$ cat config.mk
export PLATFORM = sky130hd
export DESIGN_NAME = pipe_hazard_ctrl_flat
export DESIGN_NICKNAME = d
export VERILOG_FILES = /design/src/rtl/pipe_hazard_ctrl_pkg.sv /design/src/rtl/pipe_hazard_ctrl_if.sv /design/src/rtl/pipe_fwd_sel.sv /design/src/rtl/pipe_hazard_ctrl.sv /design/src/flat_wrapper.sv
export SDC_FILE = /design/constraint.sdc
export NUM_CORES = 1
export LEC_CHECK = 0
export BUFFER_PORTS_ARGS = -buffer_cell sky130_fd_sc_hd__buf_2
export CORE_MARGIN = 3
export CORE_UTILIZATION = 40
export DETAILED_ROUTE_END_ITERATION = 6
export PLACE_DENSITY = 0.74
export RECOVER_POWER = 100
export SKIP_LAST_GASP = 1
export SLEW_MARGIN = 5
export SYNTH_ARGS = -nofsm -noshare
export SYNTH_HDL_FRONTEND = slang
export SYNTH_SLANG_ARGS = --single-unit
$ cat constraint.sdc
create_clock -name clock -period 1.95 [get_ports clock]
set_input_delay 0.0975 -clock clock [delete_from_list [all_inputs] [get_ports clock]]
set_output_delay 0.0975 -clock clock [all_outputs]
set_load 0.05 [all_outputs]
$ cat src/rtl/pipe_hazard_ctrl_pkg.sv
// Shared encodings for the pipeline hazard / forwarding controller.
// Forwarding select values drive the 4-input operand muxes in ID.
package pipe_hazard_ctrl_pkg;

   typedef enum logic [1:0] {
      FWD_RF     = 2'b00,
      FWD_EXALU  = 2'b01,
      FWD_MEMALU = 2'b10,
      FWD_MEMLD  = 2'b11
   } fwd_sel_t;

   localparam logic [4:0] REG_ZERO = 5'd0;

endpackage

$ cat src/rtl/pipe_hazard_ctrl_if.sv
// Control bus between the pipeline datapath and the hazard controller.
// Level-based, no handshake: every output is valid every cycle from current inputs and state.
interface pipe_hazard_ctrl_if #(parameter int CNT_W = 4);

   logic [4:0]       id_rs;
   logic [4:0]       id_rt;
   logic             id_use_rs;
   logic             id_use_rt;
   logic             id_is_md;
   logic             id_is_mfhilo;
   logic [4:0]       ex_rn;
   logic             ex_wreg;
   logic             ex_m2reg;
   logic [4:0]       mem_rn;
   logic             mem_wreg;
   logic             mem_m2reg;

   logic [1:0]       fwda;
   logic [1:0]       fwdb;
   logic             wpcir;
   logic             bubble;
   logic             md_start;
   logic             md_busy;
   logic [31:0]      stall_cnt;
   logic [CNT_W-1:0] md_cnt;

   modport master (
      output id_rs, id_rt, id_use_rs, id_use_rt, id_is_md, id_is_mfhilo,
             ex_rn, ex_wreg, ex_m2reg, mem_rn, mem_wreg, mem_m2reg,
      input  fwda, fwdb, wpcir, bubble, md_start, md_busy, stall_cnt, md_cnt
   );

   modport slave (
      input  id_rs, id_rt, id_use_rs, id_use_rt, id_is_md, id_is_mfhilo,
             ex_rn, ex_wreg, ex_m2reg, mem_rn, mem_wreg, mem_m2reg,
      output fwda, fwdb, wpcir, bubble, md_start, md_busy, stall_cnt, md_cnt
   );

endinterface

$ cat src/rtl/pipe_fwd_sel.sv
// Per-operand forwarding select generator; also flags a load-use match
// against the instruction currently in EX.
module pipe_fwd_sel
   import pipe_hazard_ctrl_pkg::*;
(
   input  logic [4:0] id_rn,
   input  logic       id_use,
   input  logic [4:0] ex_rn,
   input  logic       ex_wreg,
   input  logic       ex_m2reg,
   input  logic [4:0] mem_rn,
   input  logic       mem_wreg,
   input  logic       mem_m2reg,
   output fwd_sel_t   fwd,
   output logic       lu_match
);

   logic ex_hit;
   logic mem_hit;

   assign ex_hit  = ex_wreg  & (ex_rn  == id_rn);
   assign mem_hit = mem_wreg & (mem_rn == id_rn);

   // EX is younger than MEM, so it wins when both write the same register.
   always_comb begin
      fwd = FWD_RF;
      if (id_rn == REG_ZERO || !id_use) begin
         fwd = FWD_RF;
      end else if (ex_hit && !ex_m2reg) begin
         fwd = FWD_EXALU;
      end else if (mem_hit && !mem_m2reg) begin
         fwd = FWD_MEMALU;
      end else if (mem_hit && mem_m2reg) begin
         fwd = FWD_MEMLD;
      end
   end

   assign lu_match = id_use & ex_wreg & ex_m2reg & (ex_rn != REG_ZERO) & (ex_rn == id_rn);

endmodule

$ cat src/rtl/pipe_hazard_ctrl.sv
// Hazard and forwarding controller: operand forwarding selects, load-use and
// MDU-busy stalls, MDU start sequencing and a stall-cycle counter.
module pipe_hazard_ctrl
   import pipe_hazard_ctrl_pkg::*;
#(
   parameter int MD_LAT = 4,
   parameter int CNT_W  = 4
)(
   input  logic clock,
   input  logic reset,
   pipe_hazard_ctrl_if.slave hz
);

   fwd_sel_t         fwd_a;
   fwd_sel_t         fwd_b;
   logic             lu_a;
   logic             lu_b;
   logic             lu;
   logic [CNT_W-1:0] md_cnt;
   logic [31:0]      stall_cnt;
   logic             md_busy_i;
   logic             md_stall;
   logic             stall;
   logic             md_start_i;

   pipe_fwd_sel u_fwd_rs (
      .id_rn     (hz.id_rs),
      .id_use    (hz.id_use_rs),
      .ex_rn     (hz.ex_rn),
      .ex_wreg   (hz.ex_wreg),
      .ex_m2reg  (hz.ex_m2reg),
      .mem_rn    (hz.mem_rn),
      .mem_wreg  (hz.mem_wreg),
      .mem_m2reg (hz.mem_m2reg),
      .fwd       (fwd_a),
      .lu_match  (lu_a)
   );

   pipe_fwd_sel u_fwd_rt (
      .id_rn     (hz.id_rt),
      .id_use    (hz.id_use_rt),
      .ex_rn     (hz.ex_rn),
      .ex_wreg   (hz.ex_wreg),
      .ex_m2reg  (hz.ex_m2reg),
      .mem_rn    (hz.mem_rn),
      .mem_wreg  (hz.mem_wreg),
      .mem_m2reg (hz.mem_m2reg),
      .fwd       (fwd_b),
      .lu_match  (lu_b)
   );

   assign lu         = lu_a | lu_b;
   assign md_busy_i  = (md_cnt != '0);
   assign md_stall   = md_busy_i & (hz.id_is_md | hz.id_is_mfhilo);
   assign stall      = lu | md_stall;
   // A start blocked by any stall simply retries when the instruction is re-presented.
   assign md_start_i = hz.id_is_md & ~stall;

   always_ff @(posedge clock) begin
      if (reset) begin
         md_cnt    <= '0;
         stall_cnt <= 32'd0;
      end else begin
         if (md_start_i) begin
            md_cnt <= CNT_W'(MD_LAT);
         end else if (md_busy_i) begin
            md_cnt <= md_cnt - CNT_W'(1);
         end
         if (stall) begin
            stall_cnt <= stall_cnt + 32'd1;
         end
      end
   end

   // During reset the ID/EX register is flushed but fetch keeps running.
   assign hz.fwda      = reset ? FWD_RF : fwd_a;
   assign hz.fwdb      = reset ? FWD_RF : fwd_b;
   assign hz.wpcir     = reset ? 1'b1 : ~stall;
   assign hz.bubble    = reset ? 1'b1 : stall;
   assign hz.md_start  = md_start_i & ~reset;
   assign hz.md_busy   = md_busy_i & ~reset;
   assign hz.stall_cnt = stall_cnt;
   assign hz.md_cnt    = md_cnt;

endmodule

$ cat src/flat_wrapper.sv
// flat-port wrapper written by rule: the top's interface ports become plain ports
module pipe_hazard_ctrl_flat import pipe_hazard_ctrl_pkg::*;
#(
   parameter int MD_LAT = 4,
   parameter int CNT_W  = 4
)
  (clock, reset, hz_id_rs, hz_id_rt, hz_id_use_rs, hz_id_use_rt, hz_id_is_md, hz_id_is_mfhilo, hz_ex_rn, hz_ex_wreg, hz_ex_m2reg, hz_mem_rn, hz_mem_wreg, hz_mem_m2reg, hz_fwda, hz_fwdb, hz_wpcir, hz_bubble, hz_md_start, hz_md_busy, hz_stall_cnt, hz_md_cnt);
  pipe_hazard_ctrl_if #(.CNT_W(CNT_W)) hz_i ();
  input  logic clock;
  input  logic reset;
  input wire logic [$bits(hz_i.id_rs)-1:0] hz_id_rs;
  input wire logic [$bits(hz_i.id_rt)-1:0] hz_id_rt;
  input wire logic [$bits(hz_i.id_use_rs)-1:0] hz_id_use_rs;
  input wire logic [$bits(hz_i.id_use_rt)-1:0] hz_id_use_rt;
  input wire logic [$bits(hz_i.id_is_md)-1:0] hz_id_is_md;
  input wire logic [$bits(hz_i.id_is_mfhilo)-1:0] hz_id_is_mfhilo;
  input wire logic [$bits(hz_i.ex_rn)-1:0] hz_ex_rn;
  input wire logic [$bits(hz_i.ex_wreg)-1:0] hz_ex_wreg;
  input wire logic [$bits(hz_i.ex_m2reg)-1:0] hz_ex_m2reg;
  input wire logic [$bits(hz_i.mem_rn)-1:0] hz_mem_rn;
  input wire logic [$bits(hz_i.mem_wreg)-1:0] hz_mem_wreg;
  input wire logic [$bits(hz_i.mem_m2reg)-1:0] hz_mem_m2reg;
  output wire logic [$bits(hz_i.fwda)-1:0] hz_fwda;
  output wire logic [$bits(hz_i.fwdb)-1:0] hz_fwdb;
  output wire logic [$bits(hz_i.wpcir)-1:0] hz_wpcir;
  output wire logic [$bits(hz_i.bubble)-1:0] hz_bubble;
  output wire logic [$bits(hz_i.md_start)-1:0] hz_md_start;
  output wire logic [$bits(hz_i.md_busy)-1:0] hz_md_busy;
  output wire logic [$bits(hz_i.stall_cnt)-1:0] hz_stall_cnt;
  output wire logic [$bits(hz_i.md_cnt)-1:0] hz_md_cnt;
  assign hz_i.id_rs = hz_id_rs;
  assign hz_i.id_rt = hz_id_rt;
  assign hz_i.id_use_rs = hz_id_use_rs;
  assign hz_i.id_use_rt = hz_id_use_rt;
  assign hz_i.id_is_md = hz_id_is_md;
  assign hz_i.id_is_mfhilo = hz_id_is_mfhilo;
  assign hz_i.ex_rn = hz_ex_rn;
  assign hz_i.ex_wreg = hz_ex_wreg;
  assign hz_i.ex_m2reg = hz_ex_m2reg;
  assign hz_i.mem_rn = hz_mem_rn;
  assign hz_i.mem_wreg = hz_mem_wreg;
  assign hz_i.mem_m2reg = hz_mem_m2reg;
  assign hz_fwda = hz_i.fwda;
  assign hz_fwdb = hz_i.fwdb;
  assign hz_wpcir = hz_i.wpcir;
  assign hz_bubble = hz_i.bubble;
  assign hz_md_start = hz_i.md_start;
  assign hz_md_busy = hz_i.md_busy;
  assign hz_stall_cnt = hz_i.stall_cnt;
  assign hz_md_cnt = hz_i.md_cnt;
  pipe_hazard_ctrl #(.MD_LAT(MD_LAT), .CNT_W(CNT_W)) u_core (.clock(clock), .reset(reset), .hz(hz_i));
endmodule
[Word-level counts from Yosys, hierarchy flattened]
Index checks and enable logic that the tools add are counted.
Word-level totals
  flip-flop bits (word level): 36
  bits of input ports: 30
  output and inout port bits: 44
  word-level logic and storage cells: 62
Cells by class
  add/subtract/negate cells: 2
  equality and inequality tests: 4
  multiplexer cells: 14
  bitwise operators: 21
  reduce and logical (&&, ||, !) cells: 18
Operators by type and width (number)
  adder 32 x 1 -> 32 bit, second input constant: 1
  equality test 5 bit: 4
  2-to-1 mux 2 bit: 10
  bitwise AND 1 bit: 16
  logical NOT 5 bit: 2
  logical AND 1 bit: 6
  2-to-1 mux 3 bit: 2
  nonzero test 5 bit: 1
  logical NOT 1 bit: 4
  nonzero test 4 bit: 1
  subtractor 4 x 1 -> 4 bit, second input constant: 1
  bitwise OR 1 bit: 3
  logical OR 1 bit: 2
  2-to-1 mux 1 bit: 2
  NOT 1 bit: 2
  nonzero test 2 bit: 1
  OR reduction 2 bit: 1

[Depth between registers and ports, before layout]
  depth after elaboration: 9
  gate-level depth with buffers: 10
  gate-level depth less buffers: 7

[Cells and area by module]
Synthesis repeated with hierarchy kept, for this count alone.
Second synthesis, totals
  cells, all modules: 284
  area, all modules: 2422.3 um2
Modules (own cells, without submodules)
  pipe_hazard_ctrl: times used 1, cells each 238, area each 2031.9 um2
  pipe_fwd_sel: times used 2, cells each 23, area each 195.2 um2

[Worst setup path before layout]
OpenSTA, ideal clock, no wires.
  kind: flip-flop to output port
  start: register u_core.md_cnt[0] (netlist: u_core.hz.md_cnt[0])
  end: output port hz_md_start
  arrival: 2.444 ns
  path slack: -0.592 ns
  cell stages (with the launch flop): 6
  path buffers: 0
  cell sequence: dfxtp_1 inv_1 ha_1 inv_1 nor3_1 nor3b_1
On the way
  cells in the longest elaborated chain, start to end: 6
Ends and longest elaborated chain
  from (decl): line pipe_hazard_ctrl.sv:19  | logic [CNT_W-1:0] md_cnt;
  from (signal assigned): line pipe_hazard_ctrl.sv:65  | md_cnt <= CNT_W'(MD_LAT);
  from (signal assigned): line pipe_hazard_ctrl.sv:67  | md_cnt <= md_cnt - CNT_W'(1);
  nonzero test 4 bit: line pipe_hazard_ctrl.sv:53  | assign md_busy_i = (md_cnt != '0);
  bitwise AND 1 bit: line pipe_hazard_ctrl.sv:54  | assign md_stall = md_busy_i & (hz.id_is_md | hz.id_is_mfhilo);
  bitwise OR 1 bit: line pipe_hazard_ctrl.sv:55  | assign stall = lu | md_stall;
  NOT 1 bit: line pipe_hazard_ctrl.sv:57  | assign md_start_i = hz.id_is_md & ~stall;
  bitwise AND 1 bit: line pipe_hazard_ctrl.sv:57
  bitwise AND 1 bit: line pipe_hazard_ctrl.sv:80  | assign hz.md_start = md_start_i & ~reset;
  to (decl): line flat_wrapper.sv:27  | output wire logic [$bits(hz_i.md_start)-1:0] hz_md_start;
Every way passes these cells.

[Worst setup path after layout]
  start: register u_core.md_cnt[0] (netlist: u_core.hz.md_cnt[0])
  end: register u_core.stall_cnt[20] (netlist: u_core.hz.stall_cnt[20])
On the way
  cells in the longest elaborated chain, start to end: 3
Ends and longest elaborated chain
  nonzero test 4 bit: line pipe_hazard_ctrl.sv:53
  bitwise AND 1 bit: line pipe_hazard_ctrl.sv:54
  bitwise OR 1 bit: line pipe_hazard_ctrl.sv:55
  to (signal assigned): line pipe_hazard_ctrl.sv:70  | stall_cnt <= stall_cnt + 32'd1;
  to (decl): line pipe_hazard_ctrl.sv:20  | logic [31:0] stall_cnt;
Every way passes these cells.
A chain may end at the register's enable or synchronous reset.

==> summary.md <==
| Metric | Value |
|---|---|
| Routability cong. | 0.792 |
| 1st-pass router iterations | 6 |
| Die height | 79.6 microns |
| Required time of the critical path | ~2.2 ns |
| RR Endpoint | u_core.hz.stall_cnt[20]$_SDFFE_PP0P_ |
| Number of warnings issued by yosys | 0 |
| Vias in the first global route | approximately 2100 |
| Worst Path Class, Setup | reg -> reg |
| Fillers | between 500 and 600 |
| Number of H-tree levels | 2 |
| Post-layout nets | 369 |
| Period minus WS final | roughly 1.9 ns |
| Commonest non-fill, non-tap cell in the layout | clkbuf_1 |
| Area share of fa/ha/maj cells after synthesis | under 10% |
| Post-synth ARST share | 0% |
| Die area | roughly 6300 sq um |
| Largest family of logic cells by synthesized area | simple AND/OR/NAND/NOR gates |
| Cell taking the most area after synthesis | dfxtp_1 |
| FF-to-FF path depth | 8 |
| Slew Limit Headroom | around three fifths |
| Final wirelength | approximately 5300 microns |
| Post-Synth XOR/XNOR Area | under 10% |
| Ant. Diodes | 0 |
| Final Max Tran Viols | 0 |
| Initial Util | a little over two fifths |
| R2R setup slack | just over 0.08 ns |
| Peak Freq | approximately 540 MHz |
| Beginning of the critical path | u_core.hz.md_cnt[0]$_SDFFE_PP0P_ |
| Peak VDD IR | around 0.0015 V |
| Leading cell types in the layout, fill and taps excluded | 41 x clkbuf_1, 30 x a21oi_1, 29 x buf_2 |
| Clock sinks | 36 |
| Final Hold Fails | 0 |
| R2r startpoint | u_core.hz.md_cnt[0]$_SDFFE_PP0P_ |
| CP Max Fanout | between 40 and 50 |
| Vias per cell | 5.57 |
| Syn avg cell area | ~8 sq um |
| Fin cells | between 400 and 500 |
| Final setup fails | 0 |
| Largest net degree at the start of global routing | between 40 and 50 |
| Final Cycle Share | a little over nine tenths |
| Gr ovfl total | 0 |
| Yosys reg bits | 36 |
| TritonCTS clock tree | done |
| Total track usage | 16.7% |
| Setup TNS | 0 ns |
| Crit end category | flip-flop |
| Latest clock arrival within the worst-skew pair | 0.28 ns |
| Post-detail-place hpwl | 3880 microns |
| Top-area cell type share of the netlist area | about a third |
| Syn_nets | a little under 300 |
| Via Count | approximately 2300 |
| Unrepaired setup endpoints after global routing | yes |
| Clock Skew | roughly 0.0044 ns |
| DR WL/cell | between 10 and 15 microns |
| Mapped Area | ~2200 sq um |
| Antenna viol nets, final | 0 |
| CTS Root Cell | clkbuf_8 |
| Dpl ws | -0.0322 ns |
| Critical Path AT | just over 2 ns |
| Ranking of synthesized cells by area | dfxtp_1 33%, or4_1 9.0%, o31ai_1 8.3%, a21oi_1 6.9%, xnor2_1 5.2% |
| Mapped Cells | about 270 |
| Tightest Pin Transition | roughly 0.6 ns |
| Reg clk slew, reported paths | 0.07 ns |
| Final WS setup | ~0.083 ns |
| Post-synthesis compound-gate area fraction | between 15 and 20% |
| Pleak | between 0.8 and 0.9 nW |
| Status | finished, final reports clean |
| Initial antenna violation count | 0 |
| Post-route DRC | 0 |
| Number of max-cap violations | 0 |
| First-pass GRT wire length | a little under 9000 microns |
| Worst setup endpoint | u_core.hz.stall_cnt[20]$_SDFFE_PP0P_ |
| Core box area | ~5200 sq um |
| CTS Buf Count | 5 |
| Final Core Density | a little over half |
| Pwr dens | approximately 940 nW/um^2 |
| IO Count | 74 |
| DIE WIDTH | roughly 80 microns |
| Area delta synth->final | 24.2% |
| Number of flops mapped to enable cells by yosys | 0 |
| Synth Area in Simple Gates | between 30% and 40% |
| Share of cells above drive strength 1 | about a quarter |
| Clock buffer depth | 2 |
| Crit path launch type | flip-flop |
| Main synth FF type | dfxtp_1 |
| Worst Hold Class | in -> reg |
| Part of the Yosys area used for sequential elements | between 30 and 40% |
| CTS Hold Bufs | 0 |
| DRT iter0 DRCs | 81 |
| Buffers on Ports | 73 |
| DP Cell Count | 400 |
| Synth cell types | 36 |
| Cell row count | 26 |
| Post-synthesis mux area share | 0.980% |
## metal layers
metal / GRT usage [%] / up-vias / part of all wire [%]
met1: 19.9 / 1053 / 45
met2: 30.9 / 59 / 49
li1: - / 1150 / -
met5: 0 / - / 0
met4: 2.41 / 0 / 0.47
met3: 3.72 / 5 / 5.7
## sequential cells by signal, summed over array words and instances (netlist names)
register / count
u_core.hz.stall_cnt: 32
u_core.hz.md_cnt: 4
## how the worst min path moves through the flow
stage	startpoint	endpoint	slack (ns)	cells past startpoint
2_1_floorplan	hz_id_is_md	u_core.hz.md_cnt[1]$_SDFFE_PP0P_	0.44	3
3_3_place_gp	u_core.hz.stall_cnt[13]$_SDFFE_PP0P_	u_core.hz.stall_cnt[13]$_SDFFE_PP0P_	0.47	2
3_5_place_dp	u_core.hz.stall_cnt[13]$_SDFFE_PP0P_	u_core.hz.stall_cnt[13]$_SDFFE_PP0P_	0.48	2
4_1_cts	hz_id_is_md	u_core.hz.md_cnt[0]$_SDFFE_PP0P_	0.32	4
5_1_grt	hz_id_is_md	u_core.hz.md_cnt[0]$_SDFFE_PP0P_	0.37	4
6_report	hz_id_is_md	u_core.hz.md_cnt[0]$_SDFFE_PP0P_	0.33	4
## synthesized netlist by cell type, drive strengths merged, types with 5 or more instances
cell,number
and4,5
o31ai,24
clkbuf,11
a21oi,31
nand4,8
xor2,9
buf,7
xnor2,13
dfxtp,36
nor2,13
nand3,17
nand2,12
or4,27
o21ai,6
or3,6
inv,8
## layout make-up
type                    instances  area (sq um)  area share [%]
multi-input cells             204          1340            49.6
clock buffers                   7          76.3            2.83
repair buffers                 82           397            14.7
flip-flops and latches         36           767            28.5
well taps                      70          87.6            3.25
inverters                       8          30.0            1.11
## kinds of logic after synthesis
family          count (synthesis)
simple gates                  110
compound gates                 68
flops                          36
buf+inv                        26
xor+xnor                       22
mux                             2
fa+ha+maj                       2
## stage by stage
| stage | hold slack (ns) | power, mW | cell area (sq um) |
|---|---|---|---|
| floorplan | 0.443 | 1.85 | 2230 |
| global route | 0.372 | 2.69 | 2700 |
| global placement | 0.466 | 2.06 | 2660 |
| CTS | 0.324 | 2.57 | 2740 |
| finish | 0.328 | 2.53 | 2700 |
| detailed placement | 0.476 | 2.07 | 2660 |
## power breakdown
| group | internal [mW] | switching, mW | total (mW) |
|---|---|---|---|
| clock network | 0.246 | 0.240 | 0.486 |
| logic | 0.361 | 0.796 | 1.16 |
| registers | 0.816 | 0.0667 | 0.883 |
| total | 1.42 | 1.10 | 2.53 |
## timing repair
action | 4_1_cts | 5_1_grt
setup endpoints to repair | 0 | 11
buffers inserted | 0 | 0
gates resized for setup | 0 | 1
## worst max-delay path: stages (launching register included)
cell and delay [ns]:
dfxtp_4 0.36, inv_1 0.04, ha_1 0.19, inv_2 0.07, nor3_2 0.04, o22a_2 0.22, buf_12 0.18, or4_1 0.50
a21oi_1 0.16
No activity file was read; power rests on OpenSTA's default activity.
